$ cat src/rtl/codec_init_sequencer.sv
`default_nettype none
// ============================================================================
//  Module   : codec_init_sequencer
//  Purpose  : Launches the codec I2C register-init engine after a power-up
//             delay, supervises completion with a timeout and bounded retries
//             (separated by an idle gap), and reports sticky ok/fail status.
//             A re-init request from OK or FAIL restarts the launch without
//             repeating the power-up delay.
//  Options  : INIT_IN_SYNC_EN - when defined, init_done_in and reinit_req pass
//             through 2-flop synchronizers (2 cycles of extra input latency).
//  Revision : 1.0 - initial release
// ============================================================================
module codec_init_sequencer #(
    parameter int CNT_W            = 20,
    parameter int PWRUP_CYCLES     = 60000,
    parameter int TIMEOUT_CYCLES   = 1000000,
    parameter int RETRY_GAP_CYCLES = 1000,
    parameter int MAX_RETRY        = 3,
    parameter int RETRY_W          = 2
) (
    input  logic               Clk,
    input  logic               Rst_n,
    input  logic               init_done_in,
    input  logic               reinit_req,
    output logic               init_go,
    output logic               init_busy,
    output logic               init_ok,
    output logic               init_fail,
    output logic [RETRY_W-1:0] retry_cnt,
    output logic [2:0]         seq_state
);

    // Debug encoding of the state register is visible on seq_state.
    typedef enum logic [2:0] {
        S_PWRUP = 3'd0,
        S_GO    = 3'd1,
        S_WAIT  = 3'd2,
        S_GAP   = 3'd3,
        S_OK    = 3'd4,
        S_FAIL  = 3'd5
    } state_t;

    // Terminal counts: the shared counter starts at 0, so a phase of N cycles
    // ends when the counter reads N-1.
    localparam logic [CNT_W-1:0]   c_pwrup_last   = CNT_W'(PWRUP_CYCLES - 1);
    localparam logic [CNT_W-1:0]   c_timeout_last = CNT_W'(TIMEOUT_CYCLES - 1);
    localparam logic [CNT_W-1:0]   c_gap_last     = CNT_W'(RETRY_GAP_CYCLES - 1);
    localparam logic [CNT_W-1:0]   c_cnt_zero     = {CNT_W{1'b0}};
    localparam logic [CNT_W-1:0]   c_cnt_one      = {{(CNT_W-1){1'b0}}, 1'b1};
    localparam logic [RETRY_W-1:0] c_max_retry    = RETRY_W'(MAX_RETRY);
    localparam logic [RETRY_W-1:0] c_retry_zero   = {RETRY_W{1'b0}};
    localparam logic [RETRY_W-1:0] c_retry_one    = {{(RETRY_W-1){1'b0}}, 1'b1};

    state_t             state_q, state_d;
    logic [CNT_W-1:0]   cnt_q, cnt_d;
    logic [RETRY_W-1:0] retry_q, retry_d;
    logic               go_q, go_d;
    logic               busy_q, busy_d;
    logic               ok_q, ok_d;
    logic               fail_q, fail_d;
    logic               done_q, done_d;

    logic               w_done_s;
    logic               w_reinit_s;
    logic               w_done_rise;
    logic               w_cnt_timeout;

`ifdef INIT_IN_SYNC_EN
    logic [1:0] done_sync_q, done_sync_d;
    logic [1:0] reinit_sync_q, reinit_sync_d;

    // Shift each asynchronous input one stage deeper into its synchronizer.
    always_comb begin
        done_sync_d   = {done_sync_q[0], init_done_in};
        reinit_sync_d = {reinit_sync_q[0], reinit_req};
    end

    // Synchronizer flops; they clear to 0 so nothing is requested at reset.
    always_ff @(posedge Clk or negedge Rst_n) begin
        if (!Rst_n) begin
            done_sync_q   <= 2'b00;
            reinit_sync_q <= 2'b00;
        end else begin
            done_sync_q   <= done_sync_d;
            reinit_sync_q <= reinit_sync_d;
        end
    end

    assign w_done_s   = done_sync_q[1];
    assign w_reinit_s = reinit_sync_q[1];
`else
    assign w_done_s   = init_done_in;
    assign w_reinit_s = reinit_req;
`endif

    // done_q tracks the previous-cycle done level for edge detection.
    always_comb begin
        done_d = w_done_s;
    end

    // done_q resets high so a level already present at reset release is no edge.
    assign w_done_rise   = w_done_s & ~done_q;
    assign w_cnt_timeout = (cnt_q == c_timeout_last);

    // State register.
    always_ff @(posedge Clk or negedge Rst_n) begin
        if (!Rst_n) begin
            state_q <= S_PWRUP;
        end else begin
            state_q <= state_d;
        end
    end

    // Next state, shared counter and retry bookkeeping.
    always_comb begin
        state_d = state_q;
        cnt_d   = c_cnt_zero;
        retry_d = retry_q;

        unique case (state_q)
            S_PWRUP: begin
                if (cnt_q == c_pwrup_last) begin
                    state_d = S_GO;
                end else begin
                    cnt_d = cnt_q + c_cnt_one;
                end
            end

            S_GO: begin
                state_d = S_WAIT;
            end

            S_WAIT: begin
                // A done edge on the timeout cycle still counts as success.
                if (w_done_rise) begin
                    state_d = S_OK;
                end else if (w_cnt_timeout) begin
                    if (retry_q == c_max_retry) begin
                        state_d = S_FAIL;
                    end else begin
                        state_d = S_GAP;
                        retry_d = retry_q + c_retry_one;
                    end
                end else begin
                    cnt_d = cnt_q + c_cnt_one;
                end
            end

            S_GAP: begin
                if (cnt_q == c_gap_last) begin
                    state_d = S_GO;
                end else begin
                    cnt_d = cnt_q + c_cnt_one;
                end
            end

            S_OK, S_FAIL: begin
                // Re-init skips the power-up delay and starts a fresh retry budget.
                if (w_reinit_s) begin
                    state_d = S_GO;
                    retry_d = c_retry_zero;
                end
            end

            default: begin
                state_d = S_PWRUP;
                retry_d = c_retry_zero;
            end
        endcase
    end

    // Outputs are decoded from the next state so they are registered alongside it.
    always_comb begin
        go_d   = (state_d == S_GO);
        ok_d   = (state_d == S_OK);
        fail_d = (state_d == S_FAIL);
        busy_d = !((state_d == S_OK) || (state_d == S_FAIL));
    end

    // Datapath and registered outputs.
    always_ff @(posedge Clk or negedge Rst_n) begin
        if (!Rst_n) begin
            cnt_q   <= c_cnt_zero;
            retry_q <= c_retry_zero;
            go_q    <= 1'b0;
            busy_q  <= 1'b1;
            ok_q    <= 1'b0;
            fail_q  <= 1'b0;
            done_q  <= 1'b1;
        end else begin
            cnt_q   <= cnt_d;
            retry_q <= retry_d;
            go_q    <= go_d;
            busy_q  <= busy_d;
            ok_q    <= ok_d;
            fail_q  <= fail_d;
            done_q  <= done_d;
        end
    end

    assign init_go   = go_q;
    assign init_busy = busy_q;
    assign init_ok   = ok_q;
    assign init_fail = fail_q;
    assign retry_cnt = retry_q;
    assign seq_state = state_q;

endmodule
`default_nettype wire

$ cat config.mk
export PLATFORM = sky130hd
export DESIGN_NAME = codec_init_sequencer
export DESIGN_NICKNAME = d
export VERILOG_FILES = /design/src/rtl/codec_init_sequencer.sv
export SDC_FILE = /design/constraint.sdc
export NUM_CORES = 1
export LEC_CHECK = 0
export BUFFER_PORTS_ARGS = -buffer_cell sky130_fd_sc_hd__buf_4
export CAP_MARGIN = 25
export CELL_PAD_IN_SITES_DETAIL_PLACEMENT = 1
export CELL_PAD_IN_SITES_GLOBAL_PLACEMENT = 2
export CORE_ASPECT_RATIO = 1.5
export CORE_MARGIN = 2
export CORE_UTILIZATION = 39
export CTS_BUF_LIST = sky130_fd_sc_hd__clkbuf_8
export CTS_CLUSTER_SIZE = 8
export DETAILED_ROUTE_END_ITERATION = 8
export GPL_ROUTABILITY_DRIVEN = 1
export GPL_TIMING_DRIVEN = 1
export PLACE_DENSITY_LB_ADDON = 0.1
export RECOVER_POWER = 25
export SETUP_SLACK_MARGIN = 0.05
export SLEW_MARGIN = 20
export SYNTH_ARGS = -nofsm -noshare
export SYNTH_HDL_FRONTEND = slang
export SYNTH_SLANG_ARGS = --single-unit
$ cat constraint.sdc
create_clock -name Clk -period 2.9 [get_ports Clk]
set_input_delay 0.145 -clock Clk [delete_from_list [all_inputs] [get_ports Clk]]
set_output_delay 0.145 -clock Clk [all_outputs]
set_load 0.01 [all_outputs]
==> results.json <==
{
  "synth_top_area_share_pct": 44.7,
  "leakagePower_nw": 0.845,
  "synth.distinct_cells": 36,
  "setup_viol": 0,
  "grt_pass1_wl_mm": 6.44,
  "layout_min_cycle_time_ps": 2220,
  "cts_buffer_depth": 2,
  "antenna_found_initial": 0,
  "routed-wl-met3_um": 100,
  "crit_slowest_cell": "or3b_1",
  "async_flop_share_pct": 100,
  "io_buffers": 12,
  "synth_ff_type": "dfrtp_1",
  "synth_edf_count": 0,
  "dr.pass1.iters": 4,
  "placed_area_um2": 1700,
  "met2WireLength_mm": 2.02,
  "numCtsBuffers": 5,
  "final_cell_area_um2": 1830,
  "grt-ovfl-total": 0,
  "num-nets-final": 189,
  "clk_latency_ps": 280,
  "grt_pass1_vias": 1367,
  "final.setup.tns_ps": 0,
  "avgSynthCellArea_um2": 9.57,
  "cp_cell_sequence": "or3b_1 > or2_0 > or3_1 > a221oi_2 > buf_4 > nor2_1",
  "hold_class": "in2reg",
  "worstMarginPinSlew_ps": 1660,
  "die_h_um": 81.7,
  "status": "finished with violations",
  "synth_seq_area_share_pct": 48.0,
  "worst_ep_arrival_time_ps": 2380,
  "vdd_drop_max_v": 0.000410,
  "postCtsSetupBuffers": 0,
  "powerDensity_nw_per_um2": 721,
  "met1Wirelength_mm": 1.46,
  "grtUsageTotal_pct": 18.2,
  "drc": 0,
  "relSlewSlack_pct": -10.5,
  "dp_hpwl_mm": 2.78,
  "drt_iter0_markers": 44,
  "synthCells": 164,
  "timing.critical_path.fanout_max": 20,
  "rsz0062_at_grt": "false",
  "clock-root-buffer": "clkbuf_8",
  "crit_path_start_kind": "flop",
  "synthTopCellsByArea": "dfrtp_1 45%, xor2_1 7.3%, nor2_1 6.2%",
  "power.total_mw": 1.32,
  "syn_area_um2": 1570,
  "clk_pin_slew_ps": 60,
  "ant_nets": 0,
  "synth_nets": 170,
  "clock.fmax_ghz": 0.450,
  "crit_type": "reg2reg",
  "wl_per_cell_um": 16.0,
  "synth_top_area_cell": "dfrtp_1",
  "synth.ff_latch_count": 30,
  "vias_per_cell": 5.58,
  "start_util_pct": 40.3,
  "areaGrowthSynthToFinish_pct": 16.6,
  "period_share_pct": 76.7,
  "critPathMaxStageDelay_ps": 440,
  "finalWirelength_mm": 3.66,
  "crit_required_ps": 3060,
  "slew_viol_final": 31,
  "cts_tree": "built",
  "gp_congestion": 0.787,
  "num_io_pins": 13,
  "layout-drive-gt1-share_pct": 13.0,
  "yosysWarnings": 0,
  "num_rows": 28,
  "skew_ps": 7.32,
  "antenna_cells": 0,
  "finalHoldViolCount": 0,
  "clock-sinks": 30,
  "dieArea_um2": 4560,
  "violations": "max-capacitance violations, max-slew violations",
  "dieWidth_um": 55.8,
  "drv_cap": 1,
  "routed.top_layer": "met4",
  "core-area_um2": 3890,
  "vias": 1277,
  "htreeDepth": 2,
  "grt_max_degree": 31,
  "critical_path.endpoint_type": "flop"
}
[registers in the layout (all words and copies together) (netlist names)]
signal	flops
cnt_q	20
seq_state	3
retry_cnt	2
done_q	1
init_busy	1
init_fail	1
init_go	1
init_ok	1
[cells in the mapped netlist, types with 2 or more instances]
cell and instances:
dfrtp_1 28, nand3_1 13, nand3b_1 2, nand4_1 5
nor2_1 26, nor4_1 2, nor2b_1 4, xnor2_1 4
or3_1 2, and4_1 3, and3_1 5, ha_1 2
nor3_1 5, mux2i_1 2, nand2_1 14, a21oi_1 6
nand2b_1 3, buf_6 2, xor2_1 13, o21ai_0 6
dfstp_2 2
[path summary, 6_finish.rpt]
kind,from,end,slack (ps),depth (start not counted)
max,cnt_q[7],cnt_q[18],680,6
min,reinit_req,seq_state[2],350,3
max reg2reg,cnt_q[7],cnt_q[18],680,6
min reg2reg,cnt_q[0],cnt_q[0],510,1
max in group asynchronous,Rst_n,cnt_q[9],1110,2
min in group asynchronous,Rst_n,cnt_q[2],820,2
[layer usage]
layer / up-vias / track usage [%]
li1: 613 / -
met1: 636 / 19.9
met2: 20 / 34.2
met3: 8 / 3.46
met4: 0 / 8.29
met5: - / 0
[worst max-delay path, delay by kind of cell, from the launching register on]
family | cells | cell delay (ps)
AND/OR/NAND/NOR | 4 | 1120
flip-flops | 1 | 430
AO/OA/AOI/OAI | 1 | 270
buffers and inverters | 1 | 270
[cells by family (layout without fill, tap and decap cells)]
family | Yosys count | in the layout | synth area share [%]
simple gates | 92 | 92 | 30.7
mux | 2 | 2 | 1.28
buf+inv | 4 | 24 | 1.91
flops | 30 | 30 | 48.0
compound gates | 17 | 17 | 7.02
fa+ha+maj | 2 | 2 | 1.59
xor+xnor | 17 | 17 | 9.49
[layout by cell type (no fill, tap or decap), drive strengths merged, types with 2 or more instances in the layout]
cell / n
or3: 2
ha: 2
nor3: 5
a21oi: 6
or3b: 2
xnor2: 4
clkbuf: 8
nand3: 13
nor2: 26
inv: 2
buf: 11
nor4: 2
dlygate4sd3: 2
dfrtp: 28
and3: 5
xor2: 13
nand4: 5
nor2b: 4
or2: 2
and4: 3
mux2i: 2
dfstp: 2
o21ai: 6
nand2: 14
nand3b: 2
nand2b: 3
[power by group]
part           switching (mW)  total (mW)  leakage [nW]  internal (mW)
Clock                   0.150       0.426        0.0626          0.276
Sequential             0.0714       0.552         0.404          0.481
Combinational           0.193       0.340         0.378          0.147
[what timing repair did]
action,CTS,global route
hold endpoints to repair,29,0
hold buffers,2,0
resized for setup,0,0
[through the flow]
stage          worst slack (ps)  hold slack [ps]  utilization (%)  instances
2_1_floorplan               851             -151                -        164
3_3_place_gp                754             93.3             43.6        219
3_5_place_dp                659              104             43.6        219
4_1_cts                     659              337             47.1        229
5_1_grt                     536              375             47.0        229
6_report                    676              347             47.0        229
[final cells by class]
cell class | count | area (um2)
clock buffers | 6 | 82.6
inverters | 1 | 3.75
fillers | 467 | 2060
repair buffers | 15 | 114
clock inverters | 2 | 33.8
multi-input cells | 130 | 786
well taps | 45 | 56.3
flip-flops and latches | 30 | 753
Power figures use the tool's default switching activity.
